## src/rtl/qc_ldpc_sraa_encoder.sv

```systemverilog
// Quasi-cyclic LDPC parity generator built from shift-register-add-accumulate slices.
// Each message bit XORs the current rotated generator row into the parity accumulator.
module qc_ldpc_sraa_encoder #(
  parameter int B     = 16,
  parameter int C     = 2,
  parameter int K_BLK = 3,
  localparam int CNT_W = (B > 1) ? $clog2(B) : 1,
  localparam int BLK_W = (K_BLK > 1) ? $clog2(K_BLK) : 1
) (
  input  logic             clk,
  input  logic             reset,
  input  logic             abort,
  input  logic             info_bit,
  input  logic             info_valid,
  output logic             info_ready,
  output logic [BLK_W-1:0] gen_row_addr,
  input  logic [C*B-1:0]   gen_row,
  output logic [C*B-1:0]   parity,
  output logic             parity_valid,
  input  logic             parity_ready
);

  // Handshakes: a transfer happens on a rising edge where valid and ready are both
  // high. info_ready and parity_valid depend only on state, never on the partner's
  // valid/ready, and parity holds stable for as long as parity_valid waits on ready.

  typedef enum logic [1:0] {
    LOAD  = 2'd0,
    ACCUM = 2'd1,
    DONE  = 2'd2
  } state_t;

  localparam logic [CNT_W-1:0] LAST_BIT = CNT_W'(B - 1);
  localparam logic [BLK_W-1:0] LAST_BLK = BLK_W'(K_BLK - 1);

  state_t             state, state_next;
  logic [BLK_W-1:0]   blk, blk_next;
  logic [CNT_W-1:0]   bit_cnt, bit_cnt_next;
  logic [C*B-1:0]     g, g_next;
  logic [C*B-1:0]     acc, acc_next;
  logic               accept;

  // Every B-bit segment rotates one place toward its MSB; the top bit wraps to bit 0.
  function automatic logic [C*B-1:0] rotate_segs(input logic [C*B-1:0] v);
    logic [C*B-1:0] r;
    r = '0;
    for (int s = 0; s < C; s++) begin
      for (int i = 0; i < B; i++) begin
        r[s*B + i] = v[s*B + ((i + B - 1) % B)];
      end
    end
    return r;
  endfunction

  assign info_ready   = (state == ACCUM);
  assign parity_valid = (state == DONE);
  assign gen_row_addr = blk;
  assign parity       = acc;
  assign accept       = info_valid && info_ready;

  always_ff @(posedge clk or posedge reset) begin
    if (reset) begin
      state   <= LOAD;
      blk     <= '0;
      bit_cnt <= '0;
      g       <= '0;
      acc     <= '0;
    end else begin
      state   <= state_next;
      blk     <= blk_next;
      bit_cnt <= bit_cnt_next;
      g       <= g_next;
      acc     <= acc_next;
    end
  end

  always_comb begin
    state_next   = state;
    blk_next     = blk;
    bit_cnt_next = bit_cnt;
    g_next       = g;
    acc_next     = acc;
    case (state)
      LOAD: begin
        g_next     = gen_row;
        state_next = ACCUM;
      end
      ACCUM: begin
        if (accept) begin
          if (info_bit) acc_next = acc ^ g;
          g_next = rotate_segs(g);
          if (bit_cnt == LAST_BIT) begin
            bit_cnt_next = '0;
            if (blk == LAST_BLK) begin
              blk_next   = '0;
              state_next = DONE;
            end else begin
              blk_next   = blk + BLK_W'(1);
              state_next = LOAD;
            end
          end else begin
            bit_cnt_next = bit_cnt + CNT_W'(1);
          end
        end
      end
      DONE: begin
        if (parity_ready) begin
          acc_next   = '0;
          state_next = LOAD;
        end
      end
      default: state_next = LOAD;
    endcase
    // abort wins over both the parity handshake and any accept in the same cycle.
    if (abort) begin
      state_next   = LOAD;
      blk_next     = '0;
      bit_cnt_next = '0;
      g_next       = '0;
      acc_next     = '0;
    end
  end

endmodule
```

## config.mk

```make
export PLATFORM = sky130hd
export DESIGN_NAME = qc_ldpc_sraa_encoder
export DESIGN_NICKNAME = d
export VERILOG_FILES = /design/src/rtl/qc_ldpc_sraa_encoder.sv
export SDC_FILE = /design/constraint.sdc
export NUM_CORES = 1
export LEC_CHECK = 0
export ABC_AREA = 0
export BUFFER_PORTS_ARGS = -buffer_cell sky130_fd_sc_hd__clkbuf_2
export CAP_MARGIN = 20
export CORE_ASPECT_RATIO = 2
export CORE_UTILIZATION = 55
export CTS_CLUSTER_DIAMETER = 80
export DETAILED_ROUTE_END_ITERATION = 16
export PLACE_DENSITY_LB_ADDON = 0.12
export SYNTH_ARGS = -nofsm -noshare
export SYNTH_HDL_FRONTEND = slang
export SYNTH_SLANG_ARGS = --single-unit
```

## constraint.sdc

```tcl
create_clock -name clk -period 3.35 [get_ports clk]
set_input_delay 0.67 -clock clk [delete_from_list [all_inputs] [get_ports clk]]
set_output_delay 0.67 -clock clk [all_outputs]
set_load 0.05 [all_outputs]
```

==> results.json, run 1 <==
{
  "status": "finished clean",
  "ys.flop_type": "dfrtp_1",
  "finalPower_uw": 2250,
  "antenna_found_initial": 0,
  "wl_microns": 9780,
  "path_cells": "nand2b_4, inv_1, clkbuf_2",
  "p_leak_uw": 0.00213,
  "synthArstFlopShare_pct": 100,
  "holdWs_ns": 0.470,
  "end_kind": "output port",
  "syn_area_sq_um": 4010,
  "cts_made_buffers": 9,
  "worstPathArrival_ns": 1.75,
  "drc": 0,
  "finalCritPeriodShare_pct": 72.1,
  "clock_path_buffers": 2,
  "ys_ff_latch": 72,
  "grt_use_total_pct": 26.8,
  "yosysWarnings": 0,
  "start_util_pct": 57.4,
  "ir_worst_vdd_mv": 0.333,
  "power_density_nw_per_um2": 494,
  "max_slew.worst_pin.slew_ns": 0.918,
  "ant_nets": 0,
  "hold_path.class": "primary input to asynchronous set/reset pin",
  "wl_per_cell_microns": 19.8,
  "synthCells": 349,
  "finClkSkew_ns": 0.00410,
  "setup_violations": 0,
  "ctsHoldBuffers": 0,
  "io_buffers": 73,
  "fp-row-count": 43,
  "dr.pass1.iters": 5,
  "fin_cells": 495,
  "post_cts_resized": 0,
  "critPathLaunch": "state[1]$_DFFE_PP0P_",
  "slew_headroom_pct": 38.8,
  "num-fill-cells": 607,
  "cp_data_required_time_ns": 2.68,
  "yosysSeqAreaShare_pct": 44.9,
  "synth_most_common_cell": "dfrtp_1",
  "fin_crit_ns": 2.42,
  "start_kind": "flop",
  "finalHoldViolations": 0,
  "cts_tree": "built",
  "dp.cells": 481,
  "die_y_microns": 123,
  "clock_latency_ns": 0.33,
  "viasPerCell": 6.75,
  "slowest_delay_ns": 0.61,
  "htreeDepth": 3,
  "core-area_sq_um": 6990,
  "ios": 74,
  "drv_cap": 0,
  "drt-initial-drc-count": 240,
  "synth_edf_count": 0,
  "dieArea_sq_um": 7660,
  "synthTopCellsByArea": "dfrtp_1 (45%), nand4b_1 (14%), a32o_1 (7.7%)",
  "clock-root-buffer": "clkbuf_16",
  "ys_top_cells_by_count": "dfrtp_1 (72), nand4b_1 (64), nand3_1 (35), nand4_1 (35), a32o_1 (31)",
  "post-route-util_pct": 65.1,
  "grt_setup_unrepaired": "false",
  "synth_top_area_share_pct": 44.9,
  "yosysTopAreaCell": "dfrtp_1",
  "gp_congestion": 0.745,
  "post_cts_buffers": 0,
  "antenna_cells": 0,
  "synth.avg_cell_area_sq_um": 11.5,
  "grt_start_max_net_pins": 97,
  "setup_tns_ns": 0,
  "synthesis.nets": 388,
  "nNetsFinal": 441,
  "cts.clk_slew.worst_paths_ns": 0.05,
  "drive_gt1_share_pct": 33.3,
  "crit_type": "flop to output port",
  "die_w_microns": 62.4,
  "dpl.hpwl_microns": 5790,
  "critical_path.max_fanout": 33,
  "clock_sinks": 72,
  "via_count": 3341,
  "reg2reg_from": "state[0]$_DFFE_PP0P_",
  "grt_pass1_wl_microns": 15900,
  "slew_viol_final": 0,
  "critical-path-slowest-cell": "dfrtp_1",
  "grt_pass1_vias": 3187,
  "overflow": 0,
  "clock.fmax_mhz": 414,
  "area_growth_pct": 13.4,
  "ys_types": 37
}
area by class of cell:
cell class              count  area, sq um  share of cell area (%)
multi-input cells         230         1920                    42.2
flip-flops and latches     72         1800                    39.6
inverters                   6         22.5                   0.495
clock buffers              13          250                    5.50
clock inverters             1         5.00                   0.110
repair buffers             83          440                    9.68
well taps                  90          113                    2.47
flip-flops by register name (all words and copies together) (netlist names):
| signal | count |
|---|---|
| g | 32 |
| parity | 32 |
| state | 2 |
| gen_row_addr | 2 |
| bit_cnt | 4 |
cells by family (layout without fill, tap and decap cells):
| logic type | after synthesis | in the layout | share of synthesized area [%] |
|---|---|---|---|
| compound gates | 41 | 41 | 9.63 |
| simple gates | 154 | 154 | 27.7 |
| flops | 72 | 72 | 44.9 |
| mux | 33 | 33 | 9.88 |
| xor+xnor | 1 | 1 | 0.218 |
| buf+inv | 47 | 103 | 7.36 |
| fa+ha+maj | 1 | 1 | 0.312 |
metrics by stage:
| step | area [sq um] | setup WS, ns |
|---|---|---|
| after global routing | 4550 | 0.832 |
| final | 4550 | 0.934 |
| after floorplan | 4010 | 0.855 |
| after global placement | 4300 | 1.10 |
| after CTS | 4550 | 0.901 |
| after detailed placement | 4300 | 1.09 |
routing by layer:
metal	up-vias	global-route usage [%]	part of all wire [%]
met5	-	0	0
met4	0	12.2	2.7
met1	1710	34.4	41
met2	102	44.0	52
li1	1510	-	-
met3	19	4.74	4.4
layout by cell type (no fill, tap or decap), types with 2 or more instances in the layout:
master     instances
buf_4             10
clkbuf_2          73
nor2_1             2
inv_2              2
nand4b_1          64
dfrtp_1           72
nand2_1            3
and3_1             2
clkbuf_1           3
mux2_4             7
clkbuf_16          9
or4_1              2
nand4_1           35
nand3_1           35
inv_1              4
or3_1              2
o21ai_0            2
a21oi_1            3
a32o_1            31
mux2_2            25
where the power goes:
| group | switching (uW) | internal (uW) | total [uW] | leakage, uW |
|---|---|---|---|---|
| registers | 70.7 | 936 | 1010 | 0.000974 |
| logic | 259 | 137 | 396 | 0.00103 |
| clock network | 336 | 512 | 848 | 0.000126 |
path summary, 6_finish.rpt:
kind,endpoint,slack (ns),cells past startpoint
hold / removal,g[4]$_DFFE_PP0P_,0.47,2
setup / recovery,info_ready,0.93,3
max in group asynchronous,parity[25]$_DFFE_PP0P_,2.08,3
hold reg to reg,g[29]$_DFFE_PP0P_,0.56,1
setup reg to reg,g[31]$_DFFE_PP0P_,1.31,4
min in group clk,g[29]$_DFFE_PP0P_,0.56,1
worst max-delay path, delay by kind of cell, from the launching register on:
family | cells | cell delay, ns
simple gates | 1 | 0.48
buf+inv | 2 | 0.31
flops | 1 | 0.61
Note: power is estimated with default switching activity, not from simulation.
==> inputs of run 2 (changes only) <==
--- a/config.mk
+++ b/config.mk
@@ -5,11 +5,11 @@
 export SDC_FILE = /design/constraint.sdc
 export NUM_CORES = 1
 export LEC_CHECK = 0
-export ABC_AREA = 0
+export ABC_AREA = 1
 export BUFFER_PORTS_ARGS = -buffer_cell sky130_fd_sc_hd__clkbuf_2
 export CAP_MARGIN = 20
 export CORE_ASPECT_RATIO = 2
-export CORE_UTILIZATION = 55
+export CORE_UTILIZATION = 50
 export CTS_CLUSTER_DIAMETER = 80
 export DETAILED_ROUTE_END_ITERATION = 16
 export PLACE_DENSITY_LB_ADDON = 0.12
==> constraint.sdc (replaced) <==
create_clock -name clk -period 2.2 [get_ports clk]
set_input_delay 0.44 -clock clk [delete_from_list [all_inputs] [get_ports clk]]
set_output_delay 0.44 -clock clk [all_outputs]
set_load 0.05 [all_outputs]
==> run 2 against run 1 <==
Net effect:
- final area rose by 0.41%
- critical path type is now flop to flop
- largest cell class unchanged
- first-iteration DRC count rose by 10%
- cell count rose by 38%
- via count rose by 5.4%
- global-route usage fell by 0.76 points
- die area rose by 3.6%
- power rose to 2.5 times the previous value
==> results.json, run 2 <==
{
  "worstPathArrival_ns": 2.13,
  "grt_setup_unrepaired": "false",
  "ys.flop_type": "dfrtp_1",
  "crit_type": "flop to flop",
  "pwr-share-clk_pct": 26.2,
  "critical_path.max_fanout": 19,
  "synthTopCellsByArea": "dfrtp_1 (48%), nand2_1 (24%), nand3_1 (9.9%)",
  "setup_violations": 0,
  "ir_worst_vdd_mv": 0.638,
  "antenna_cells": 0,
  "ys_ff_latch": 72,
  "synth_edf_count": 0,
  "start_kind": "flop",
  "ys_top_cells_by_count": "nand2_1 (244), nand3_1 (75), dfrtp_1 (72)",
  "die_w_microns": 63.5,
  "synthesis.nets": 555,
  "synthArstFlopShare_pct": 100,
  "p_leak_uw": 0.00254,
  "power_density_nw_per_um2": 1250,
  "multiInputGateArea_sq_um": 1820,
  "finalHoldViolations": 0,
  "post_cts_buffers": 0,
  "dpl.hpwl_microns": 6350,
  "num-fill-cells": 690,
  "wl_per_cell_microns": 14.0,
  "cts_tree": "built",
  "yosysSeqAreaShare_pct": 47.6,
  "syn_area_sq_um": 3780,
  "yosysWarnings": 0,
  "register_area_sq_um": 1800,
  "clock.fmax_mhz": 541,
  "end_kind": "flop",
  "sequentialPowerShare_pct": 35.5,
  "cts.clk_slew.worst_paths_ns": 0.06,
  "antenna_found_initial": 0,
  "power.switching_uw": 2430,
  "overflow": 0,
  "ctsHoldBuffers": 0,
  "start_util_pct": 52.1,
  "core-area_sq_um": 7270,
  "hold_path.class": "primary input to asynchronous set/reset pin",
  "p_int_uw": 3290,
  "final_cell_mix": "nand2_1 (244), nand3_1 (75), clkbuf_2 (73)",
  "swShare_pct": 42.4,
  "fp-row-count": 44,
  "cts_made_buffers": 9,
  "dieArea_sq_um": 7940,
  "cp_data_required_time_ns": 2.48,
  "fin_crit_ns": 1.85,
  "viasPerCell": 5.17,
  "dr.pass1.iters": 4,
  "slew_headroom_pct": 57.3,
  "finalPower_uw": 5720,
  "wl_microns": 9510,
  "nNetsFinal": 624,
  "final_common_cell": "nand2_1",
  "clock_path_buffers": 2,
  "synth.avg_cell_area_sq_um": 7.33,
  "finalCritPeriodShare_pct": 84.0,
  "slew_viol_final": 0,
  "area_growth_pct": 20.8,
  "power_frac_comb_pct": 38.3,
  "clock_latency_ns": 0.34,
  "grt_use_total_pct": 26.1,
  "die_y_microns": 125,
  "status": "finished clean",
  "drv_cap": 0,
  "htreeDepth": 3,
  "grt_pass1_wl_microns": 15900,
  "io_buffers": 73,
  "grt_pass1_vias": 3446,
  "ant_nets": 0,
  "ios": 74,
  "drt-initial-drc-count": 265,
  "post_cts_resized": 0,
  "drc": 0,
  "clock_sinks": 72,
  "clock-root-buffer": "clkbuf_16",
  "yosysTopAreaCell": "dfrtp_1",
  "synthCells": 516,
  "drive_gt1_share_pct": 18.8,
  "finClkSkew_ns": 0.00580,
  "gp_congestion": 0.838,
  "grt_start_max_net_pins": 34,
  "max_slew.worst_pin.slew_ns": 0.640,
  "synth_most_common_cell": "nand2_1",
  "setup_tns_ns": 0,
  "via_count": 3520,
  "ys_types": 18,
  "synth_top_area_share_pct": 47.6
}
-- run 2: kinds of logic after synthesis --
kind of cell               synth area share [%]
adders and majority gates                 0.331
xor gates and xnor gates                   7.64
DFF                                        47.6
and+or+nand+nor                            39.4
buffers and inverters                      4.33
AOI/OAI and AO/OA                         0.694
-- run 2: layout make-up --
cell class / count / share of cell area, %
Multi-Input combinational cell: 406 / 39.8
Tap cell: 92 / 2.52
Inverter: 10 / 0.903
Clock buffer: 12 / 5.83
Sequential cell: 72 / 39.4
Clock inverter: 3 / 0.876
Timing Repair Buffer: 86 / 10.7
-- run 2: metal layers --
| metal | wire length (microns) | global-route usage (%) | vias to the layer above |
|---|---|---|---|
| li1 | - | - | 1745 |
| met1 | 3750 | 28.9 | 1648 |
| met2 | 5000 | 45.1 | 102 |
| met3 | 424 | 4.20 | 25 |
| met4 | 347 | 16.6 | 0 |
| met5 | 0 | 0 | - |
-- run 2: through the flow --
| stage | hold slack, ns | setup slack (ns) | cells | area, sq um | utilization (%) |
|---|---|---|---|---|---|
| CTS | 0.151 | 0.368 | 681 | 4570 | 62.9 |
| floorplan | 0.467 | 0.290 | 516 | 3790 | - |
| detailed placement | 0.507 | 0.212 | 666 | 4260 | 58.7 |
| global placement | 0.502 | 0.298 | 666 | 4260 | 58.7 |
| finish | 0.134 | 0.352 | 681 | 4570 | 62.9 |
| global route | 0.194 | 0.210 | 681 | 4570 | 62.9 |
-- run 2: path summary, 6_finish.rpt --
kind,startpoint,endpoint,slack [ns],cells past startpoint
worst max-delay path,state[1]$_DFFE_PP0P_,parity[10]$_DFFE_PP0P_,0.35,7
worst min-delay path,reset,parity[19]$_DFFE_PP0P_,0.13,2
worst max register to register,state[1]$_DFFE_PP0P_,parity[10]$_DFFE_PP0P_,0.35,7
worst min register to register,bit_cnt[0]$_DFFE_PP0P_,bit_cnt[0]$_DFFE_PP0P_,0.52,1
max in group asynchronous,reset,g[27]$_DFFE_PP0P_,1.46,3
min in group clk,gen_row[11],g[11]$_DFFE_PP0P_,0.43,5
-- run 2: critical path, cell delays in order, from the launching register on --
cell and delay, ns:
dfrtp_1 0.42, inv_1 0.13, nand3_1 0.12, nor2_1 0.06
nor2_2 0.49, buf_4 0.36, nand3_1 0.10, nand2_1 0.08
-- run 2: power by group through the flow --
stage               clock network [uW]  registers, uW  logic (uW)
finish                            1500           2030        2190
detailed placement                   0           2050        2200
floorplan                            0           2690        1010
global placement                     0           2030        2170
global route                      1570           2080        2390
CTS                               1520           2030        2210
==> inputs of run 3 (changes only) <==
==> constraint.sdc (replaced) <==
create_clock -name clk -period 1.5 [get_ports clk]
set_input_delay 0.3 -clock clk [delete_from_list [all_inputs] [get_ports clk]]
set_output_delay 0.3 -clock clk [all_outputs]
set_load 0.05 [all_outputs]
==> run 3 against run 2 <==
Net effect:
- sequential share of layout area decreased by 1.1 points
- sequential power is 47% higher
- core utilization grew 1.9 points
- combinational power up 55%
- critical path depth down 4
- sequential cell count did not move
- die area is the same
- largest cell class unchanged
==> results.json, run 3 (synthesis results as in run 2) <==
{
  "p_leak_uw": 0.00260,
  "slowest_delay_ns": 0.38,
  "drc": 0,
  "worstPathArrival_ns": 1.15,
  "final_common_cell": "nand2_1",
  "final_cell_mix": "nand2_1 (244), nand3_1 (73), clkbuf_2 (71)",
  "finalPower_uw": 8290,
  "area_growth_pct": 24.4,
  "drv_cap": 0,
  "nNetsFinal": 633,
  "htreeDepth": 3,
  "grt_pass1_wl_microns": 16100,
  "dieArea_sq_um": 7940,
  "finalHoldViolations": 0,
  "drt-initial-drc-count": 208,
  "slew_headroom_pct": 74.1,
  "num-fill-cells": 710,
  "antenna_cells": 0,
  "core-area_sq_um": 7270,
  "critical-path-slowest-cell": "dfrtp_2",
  "start_kind": "flop",
  "max_slew.worst_pin.slew_ns": 0.387,
  "fin_cells": 691,
  "power_density_nw_per_um2": 1760,
  "wl_per_cell_microns": 14.2,
  "slew_viol_final": 0,
  "overflow": 0,
  "die_y_microns": 125,
  "dr.pass1.iters": 6,
  "clock_sinks": 72,
  "ios": 74,
  "start_util_pct": 52.1,
  "crit_type": "flop to output port",
  "critical_path.max_fanout": 4,
  "dp.cells": 673,
  "grt_pass1_vias": 3565,
  "ant_nets": 0,
  "fp-row-count": 44,
  "hold_path.class": "primary input to flop",
  "cts.clk_slew.worst_paths_ns": 0.06,
  "path_cells": "inv_2, nor2_4, clkbuf_4",
  "ir_worst_vdd_mv": 0.950,
  "clock_path_buffers": 2,
  "drive_gt1_share_pct": 20.9,
  "post-route-util_pct": 64.8,
  "finClkSkew_ns": 0.00641,
  "cts_made_buffers": 9,
  "gp_congestion": 0.819,
  "die_w_microns": 63.5,
  "end_kind": "output port",
  "grt_start_max_net_pins": 33,
  "via_count": 3565,
  "cp_data_required_time_ns": 1.20,
  "fin_crit_ns": 1.45,
  "grt_use_total_pct": 26.1,
  "io_buffers": 73,
  "post_cts_buffers": 0,
  "viasPerCell": 5.16,
  "finalCritPeriodShare_pct": 96.4,
  "status": "finished clean",
  "setup_violations": 0,
  "dpl.hpwl_microns": 6640,
  "wl_microns": 9800,
  "clock_latency_ns": 0.33,
  "clock-root-buffer": "clkbuf_16",
  "antenna_found_initial": 0,
  "worst-r2r-cell-count": 8,
  "clock.fmax_mhz": 691,
  "min_delay_path_depth": 5,
  "cts_tree": "built"
}
[run 3: cell count changes in the layout (fill, tap and decap cells not counted), sizes merged]
cell         change
buf              +8
dlygate4sd3      +1
bufinv           -1
clkinv           +2
[run 3: worst max-delay path: cells and delay by family, from the launching register on]
kind          cells  cell delay, ns
simple gates      1            0.13
flops             1            0.38
buf+inv           2            0.30
[run 3: metal layers]
metal	vias to the layer above	GRT usage [%]	share of wire, %
met5	-	0	0
met4	0	14.0	4.5
met3	35	4.38	3.3
met2	109	46.4	53
met1	1658	28.6	40
li1	1763	-	-
[run 3: path summary, 6_finish.rpt]
path	startpoint	end	slack, ns
max	state[0]$_DFFE_PP0P_	info_ready	0.05
min	gen_row[6]	g[6]$_DFFE_PP0P_	0.30
max reg2reg	state[1]$_DFFE_PP0P_	g[2]$_DFFE_PP0P_	0.08
min reg2reg	g[13]$_DFFE_PP0P_	g[13]$_DFFE_PP0P_	0.52
max in group asynchronous	reset	gen_row_addr[1]$_DFFE_PP0P_	0.53
min in group asynchronous	reset	parity[23]$_DFFE_PP0P_	0.50
[run 3: cell type report]
class / instances / area [sq um] / share of cell area, %
Clock buffer: 12 / 246 / 5.24
Clock inverter: 4 / 20.0 / 0.425
Inverter: 10 / 43.8 / 0.930
Multi-Input combinational cell: 406 / 1850 / 39.3
Sequential cell: 72 / 1800 / 38.3
Tap cell: 92 / 115 / 2.45
Timing Repair Buffer: 95 / 629 / 13.4
[run 3: power breakdown]
| group | switching (uW) | leakage (uW) | internal (uW) |
|---|---|---|---|
| sequential | 532 | 0.000962 | 2460 |
| combinational | 2300 | 0.00150 | 1090 |
| clock | 757 | 0.000136 | 1150 |
| total | 3590 | 0.00260 | 4700 |
[run 3: metrics by stage]
step | cell area [sq um] | TNS (ns) | worst slack (ns) | hold slack, ns
final | 4710 | 0 | 0.0535 | 0.302
after global routing | 4710 | -0.0405 | -0.0306 | 0.311
after CTS | 4660 | 0 | 0.00309 | 0.295
after detailed placement | 4370 | -0.00290 | -0.00290 | 0.303
after global placement | 4370 | 0 | 0.0316 | 0.300
after floorplan | 3810 | 0 | 0.00436 | 0.467
[run 3: what timing repair did]
| action | CTS | global route |
|---|---|---|
| pin swaps | 0 | 1 |
| gates cloned | 0 | 1 |
| resized for setup | 4 | 9 |
| setup endpoints to repair | 12 | 31 |
| endpoints found under the hold margin | 11 | 0 |
| hold buffers | 1 | 0 |
